==> config.mk <==
export PLATFORM = sky130hd
export DESIGN_NAME = fmap_window_reader
export DESIGN_NICKNAME = d
export VERILOG_FILES = /design/src/rtl/fmap_window_reader.sv
export SDC_FILE = /design/constraint.sdc
export NUM_CORES = 1
export LEC_CHECK = 0
export ABC_AREA = 1
export BUFFER_PORTS_ARGS = -buffer_cell sky130_fd_sc_hd__buf_2
export CORE_ASPECT_RATIO = 1.75
export CORE_MARGIN = 2
export CORE_UTILIZATION = 61
export CTS_CLUSTER_DIAMETER = 100
export DETAILED_ROUTE_END_ITERATION = 10
export PLACE_DENSITY = 0.95
export SYNTH_ARGS = -nofsm -noshare
export SYNTH_HDL_FRONTEND = slang
export SYNTH_SLANG_ARGS = --single-unit
==> constraint.sdc <==
create_clock -name clk -period 4.78 [get_ports clk]
set_input_delay 0 -clock clk [delete_from_list [all_inputs] [get_ports clk]]
set_output_delay 0 -clock clk [all_outputs]
set_load 0.01 [all_outputs]
==> src/rtl/fmap_window_reader.sv <==
// Feature-map read controller: fetches each KxK stride-1 window from the
// RAM read port and presents it flattened over a valid/ready handshake.
module fmap_window_reader #(
  parameter int WIDTH     = 4,
  parameter int ADDRWIDTH = 8,
  parameter int IMG_W     = 16,
  parameter int IMG_H     = 16,
  parameter int K         = 3
) (
  input  logic                   clk,
  input  logic                   rst,
  input  logic                   start,
  input  logic [ADDRWIDTH-1:0]   base_addr,
  output logic                   ram_enb,
  output logic [ADDRWIDTH-1:0]   ram_addrb,
  input  logic [WIDTH-1:0]       ram_dob,
  output logic                   out_valid,
  input  logic                   out_ready,
  output logic [K*K*WIDTH-1:0]   out_window,
  output logic [7:0]             out_row,
  output logic [7:0]             out_col,
  output logic                   busy,
  output logic                   done
);

  localparam int KK = K * K;
  localparam int FW = $clog2(KK + 1);
  localparam int KW = $clog2(K + 1);

  if (IMG_W * IMG_H > (longint'(1) << ADDRWIDTH)) begin : g_size_chk
    $error("feature map does not fit in the RAM address space");
  end

  typedef enum logic [1:0] {IDLE, FETCH, HOLD, DONE} state_t;

  state_t                 state;
  state_t                 state_n;
  logic [FW-1:0]          f;
  logic [FW-1:0]          f_prev;
  logic [KW-1:0]          fi;
  logic [KW-1:0]          fj;
  logic [7:0]             row;
  logic [7:0]             col;
  logic [ADDRWIDTH-1:0]   base;
  logic [31:0]            offset;
  logic                   reading;
  logic                   last_win;

  assign f_prev   = f - 1'b1;
  assign reading  = (f != FW'(KK));
  assign last_win = (row == 8'(IMG_H - K)) && (col == 8'(IMG_W - K));
  assign offset   = (32'(row) + 32'(fi)) * 32'(IMG_W)
                  + 32'(col) + 32'(fj);

  always_ff @(posedge clk or posedge rst) begin
    if (rst) state <= IDLE;
    else     state <= state_n;
  end

  always_comb begin
    state_n = state;
    case (state)
      IDLE:  if (start) state_n = FETCH;
      FETCH: if (!reading) state_n = HOLD;
      HOLD:  if (out_ready) state_n = last_win ? DONE : FETCH;
      DONE:  state_n = IDLE;
      default: state_n = IDLE;
    endcase
  end

  always_comb begin
    ram_enb   = (state == FETCH) && reading;
    ram_addrb = '0;
    if (ram_enb) ram_addrb = base + offset[ADDRWIDTH-1:0];
    out_valid = (state == HOLD);
    busy      = (state == FETCH) || (state == HOLD);
    done      = (state == DONE);
  end

  // Element f-1 is captured while read f is issued; the extra cycle
  // at f == K*K only captures the final element.
  always_ff @(posedge clk or posedge rst) begin
    if (rst) begin
      base       <= '0;
      row        <= '0;
      col        <= '0;
      f          <= '0;
      fi         <= '0;
      fj         <= '0;
      out_window <= '0;
    end else begin
      case (state)
        IDLE: begin
          if (start) begin
            base <= base_addr;
            row  <= '0;
            col  <= '0;
            f    <= '0;
            fi   <= '0;
            fj   <= '0;
          end
        end
        FETCH: begin
          if (f != '0) out_window[f_prev*WIDTH +: WIDTH] <= ram_dob;
          if (reading) begin
            f <= f + 1'b1;
            if (fj == KW'(K - 1)) begin
              fj <= '0;
              fi <= fi + 1'b1;
            end else begin
              fj <= fj + 1'b1;
            end
          end
        end
        HOLD: begin
          if (out_ready) begin
            f  <= '0;
            fi <= '0;
            fj <= '0;
            if (col == 8'(IMG_W - K)) begin
              col <= '0;
              row <= row + 1'b1;
            end else begin
              col <= col + 1'b1;
            end
          end
        end
        default: ;
      endcase
    end
  end

  assign out_row = row;
  assign out_col = col;

endmodule

; ---- Word level (Yosys, flattened, before mapping)
; Index checks and enable logic that the tools add are counted.
; W data, S select, Z words.
[totals]
regBits = 70
inputBits = 16
output_inout_bits = 64
word_cells = 74
[op_classes]
addsub = 11
n_eq_ne = 13
shift = 2
mux = 26
n_reduce_logical = 14
[ops]
columns = operator, n
row1 = $mux W8, 6
row2 = $bwmux W36, 1
row3 = $shift A4 B34 Y36 const A, 1
row4 = $shiftx A4 B34 Y36, 1
row5 = $neg A6 Y34, 1
row6 = $pmux W8 S2, 2
row7 = $mux W2, 10
row8 = $add A8 B1 Y8 const B, 2
row9 = $add A8 B8 Y8, 2
row10 = $eq A8 B4 Y1 const B, 2
row11 = $mux W4, 3
row12 = $pmux W2 S3, 2
row13 = $pmux W4 S3, 1
row14 = $add A8 B2 Y8, 1
row15 = $pmux W2 S4, 1
row16 = $reduce_and A4 Y1, 2
row17 = $eq A2 B2 Y1 const B, 3
row18 = $ne A2 B1 Y1 const B, 3
row19 = $ne A2 B2 Y1 const B, 3
row20 = $reduce_and A3 Y1, 2
row21 = $reduce_and A5 Y1, 1
row22 = $add A2 B1 Y2 const B, 2
row23 = $add A4 B1 Y4 const B, 1
row24 = $add A4 B2 Y4, 1
row25 = other kinds (10), 12

; ---- Longest topological paths before layout
[depth]
depth_word = 5
mapped_depth = 16
ltp_nobuf = 15

; ---- Worst setup path after synthesis
; No wires, ideal clock.
[synth_timing]
path_type = register to output
from = reg row[0] (netlist: out_row[0])
to = out ram_addrb[6]
t_arrival_ns = 2.661
required_ns = 4.780
slack_ns = 2.119
stages_incl_launch_ff = 12
n_path_buf = 0
path_cell_list = dfrtp_1 > ha_1 > inv_1 > fa_1 > inv_1 > fa_1 > ha_1 > nand2_1 > or2_2 > nand3_1 > nor2_1 > nor2_1
[synth_between]
elab_chain_len = 5
[synth_lines]
columns = element, line_no
row1 = from (decl), 42  ; logic [7:0] row;
row2 = from (signal assigned), 122  ; row <= row + 1'b1;
row3 = $add A4 B2 Y4, 52  ; assign offset = (32'(row) + 32'(fi)) * 32'(IMG_W)
row4 = $add A8 B8 Y8, 53  ; + 32'(col) + 32'(fj);
row5 = $add A8 B2 Y8, 53
row6 = $add A8 B8 Y8, 74  ; if (ram_enb) ram_addrb = base + offset[ADDRWIDTH-1:0];
row7 = $mux W8, 74
row8 = to (decl), 15  ; output logic [ADDRWIDTH-1:0] ram_addrb,
; No other way between the ends.

; ---- Worst setup path after layout
; Same ends and word-level chain as after synthesis.

==> flow_metrics.tcl <==
set metrics [dict create \
    outcome "complete, no violations" \
    max_cap_viol_count 0 \
    achievable-frequency_mhz 314 \
    synth_area_um2 4300 \
    synthMostInstantiatedCell "sky130_fd_sc_hd__nand2_1" \
    synth_fp_nets 605 \
    yosys_warnings 0 \
    clock_sinks 70 \
    num_vias 4049 \
    criticalPathCategory "flop to primary output" \
    cts_tree "built" \
    totalNegativeSetupSlack_ns 0 \
    floorplan.die.width_um 67.5 \
    worstPathRequired_ns 4.78 \
    cts.htree.levels 3 \
    final_max_slew_viol_count 0 \
    area.growth.synth_to_final_pct 22.2 \
    std_cell_rows 40 \
    port-buffer-count 79 \
    dpl.cell_count 713 \
    synth-async-reset-ratio 1.00 \
    vdd_drop_max_uv 561 \
    post_synthesis_sequential_element_count 70 \
    layout.cells.non_filler 739 \
    ys_top_cells_by_count "152 x sky130_fd_sc_hd__nand2_1, 77 x sky130_fd_sc_hd__inv_1, 70 x sky130_fd_sc_hd__dfrtp_1" \
    post-place-ws_ns 1.97 \
    initial_core_util 0.627 \
    worstPathMaxFanout 9 \
    rsz_0062_raised_after_global_routing "false" \
    power_per_standard_cell_area_nw_per_um2 666 \
    timing.critical_path.from_type "flop" \
    routed_wl_um 11200 \
    leakage_nw 2.67 \
    maximum_count_of_clock_buffers_along_a_single_path 2 \
    layout_setup_ws_ns 1.59 \
    vias_per_cell 5.48 \
    drt_pass1_iterations 5 \
    clk-insertion-delay-late_ns 0.34 \
    place.detailed.hpwl_um 8070 \
    track_usage 0.320 \
    root_buffer "sky130_fd_sc_hd__clkbuf_16" \
    post_cts_buffers 0 \
    final.period_utilization 0.667 \
    detail-route-antenna-nets 0 \
    setup.worst_path.end_class "primary output" \
    antenna_cells_inserted 0 \
    die-area_um2 7760 \
    design.portCount 80 \
    finalSetupViolations 0 \
    grt_antenna_before_repair 0 \
    tritoncts.num_buffers 9 \
    final.setup_skew_ns 0.00685 \
    first_global_vias 4147 \
    globalRouteOverflowTotal 0 \
    syn-mean-instance-area_um2 7.75 \
    number_of_nets_in_the_layout 700 \
    yosys_most_used_dff "sky130_fd_sc_hd__dfrtp_1" \
    worst_setup_hold_path_clk_slew_ns 0.06 \
    crit_arrival_ns 3.19 \
    globalplace.congestion 0.983 \
    chipHeight_um 115 \
    period_minus_slack_ns 3.19 \
    finalHoldWorstSlack_ns 0.0166 \
    synth_top_area_share 0.407 \
    synth.area.top_cells "sky130_fd_sc_hd__dfrtp_1 41%, sky130_fd_sc_hd__nand2_1 13%, sky130_fd_sc_hd__ha_1 7.9%, sky130_fd_sc_hd__inv_1 6.7%, sky130_fd_sc_hd__o21ai_0 5.1%" \
    post_route_cells_drive_above_1_share 0.195 \
    route.detailed.wl_per_inst_um 15.1 \
    timing_hold_violations_final 0 \
    hp-class "primary input to flop" \
    worst_slew_margin_rel 0.417 \
    synth_cells 555 \
    core_region_area_um2 6860 \
    grt_first_pass_wirelength_um 18700 \
    ys_types 32 \
    grt_max_degree 71 \
    drt_iter0_markers 306 \
    proportion_of_synthesized_chip_area_in_sequential_cells 0.407 \
    cell_taking_the_most_area_after_synthesis "sky130_fd_sc_hd__dfrtp_1" \
    synth_edf_count 0 \
    drc_errors 0 \
    worst_slew_pin_slew_ns 0.875 \
    utilization 0.766 \
]
==> report_power, final <==
group	switching, mW	internal [mW]	total, mW
Sequential	0.152	0.783	0.935
Combinational	1.15	0.572	1.72
Clock	0.253	0.592	0.845
==> sequential cells by signal, summed over array words and instances, names as in the netlist <==
name,count
out_window,36
base,8
out_col,8
out_row,8
f,4
fi,2
fj,2
state,2
==> critical path, cell delays in order (launching register included) <==
cell and delay [ns]:
sky130_fd_sc_hd__dfrtp_1 0.48, sky130_fd_sc_hd__ha_1 0.21, sky130_fd_sc_hd__inv_1 0.05, sky130_fd_sc_hd__fa_1 0.49, sky130_fd_sc_hd__inv_1 0.06, sky130_fd_sc_hd__fa_1 0.43, sky130_fd_sc_hd__ha_1 0.37, sky130_fd_sc_hd__nand2_1 0.08
sky130_fd_sc_hd__or2_2 0.29, sky130_fd_sc_hd__nand3_1 0.09, sky130_fd_sc_hd__nor2_1 0.05, sky130_fd_sc_hd__nor2_1 0.11, sky130_fd_sc_hd__buf_2 0.14
==> kinds of logic (layout without fill, tap and decap cells) <==
| logic type | after synthesis | count (layout) | synth area share |
|---|---|---|---|
| xor gates and xnor gates | 6 | 6 | 0.0122 |
| adders and majority gates | 34 | 34 | 0.111 |
| muxes | 5 | 5 | 0.0131 |
| and+or+nand+nor | 286 | 286 | 0.296 |
| DFF | 70 | 70 | 0.407 |
| AOI/OAI and AO/OA | 67 | 67 | 0.0803 |
| buffers and inverters | 87 | 187 | 0.0794 |
==> repair_timing <==
| item | CTS | global route |
|---|---|---|
| hold buffers | 10 | 0 |
| endpoints found under the setup margin | 0 | 0 |
| resized for setup | 0 | 0 |
| hold endpoints to repair | 79 | 0 |
==> cell type report <==
| class | instances | area [um^2] |
|---|---|---|
| clock buffers | 11 | 253 |
| well taps | 84 | 105 |
| multi-input cells | 398 | 2210 |
| inverters | 81 | 307 |
| repair buffers | 90 | 503 |
| fillers | 480 | 1600 |
| clock inverters | 5 | 129 |
| flip-flops and latches | 70 | 1750 |
==> path summary, 6_finish.rpt <==
path	end	start	depth (start not counted)	slack, ns
worst max-delay path	ram_addrb[6]	out_row[0]	12	1.59
min in group asynchronous	base[5]	rst	4	0.48
worst min register to register	out_window[3]	out_window[3]	2	0.47
worst max register to register	out_window[1]	f[0]	13	1.86
max in group asynchronous	out_window[21]	rst	4	3.73
worst min-delay path	out_window[8]	ram_dob[0]	3	0.02
==> layout by cell type, fill, tap and decap left out, types with 10 or more instances in the layout <==
cell type / count
sky130_fd_sc_hd__nand2_1: 152
sky130_fd_sc_hd__buf_2: 79
sky130_fd_sc_hd__inv_1: 76
sky130_fd_sc_hd__dfrtp_1: 70
sky130_fd_sc_hd__nor2_1: 52
sky130_fd_sc_hd__o21ai_0: 44
sky130_fd_sc_hd__nand3_1: 39
sky130_fd_sc_hd__ha_1: 27
sky130_fd_sc_hd__a21oi_1: 13
sky130_fd_sc_hd__nor3_1: 10
sky130_fd_sc_hd__nand4_1: 10
sky130_fd_sc_hd__dlygate4sd3_1: 10
==> per-stage QoR <==
step / power [mW] / area [um^2]
after floorplan: 2.10 / 4300
after global placement: 2.54 / 4770
after detailed placement: 2.61 / 4770
after CTS: 3.50 / 5260
after global routing: 3.77 / 5260
final: 3.50 / 5260
==> per-layer routing <==
| metal | vias up | part of all wire | track usage |
|---|---|---|---|
| met5 | - | 0 | 0 |
| met4 | 0 | 0.045 | 0.166 |
| met3 | 44 | 0.040 | 0.0626 |
| met2 | 154 | 0.56 | 0.594 |
| met1 | 1889 | 0.35 | 0.321 |
| li1 | 1962 | - | - |
Note: power is estimated with default switching activity, not from simulation.
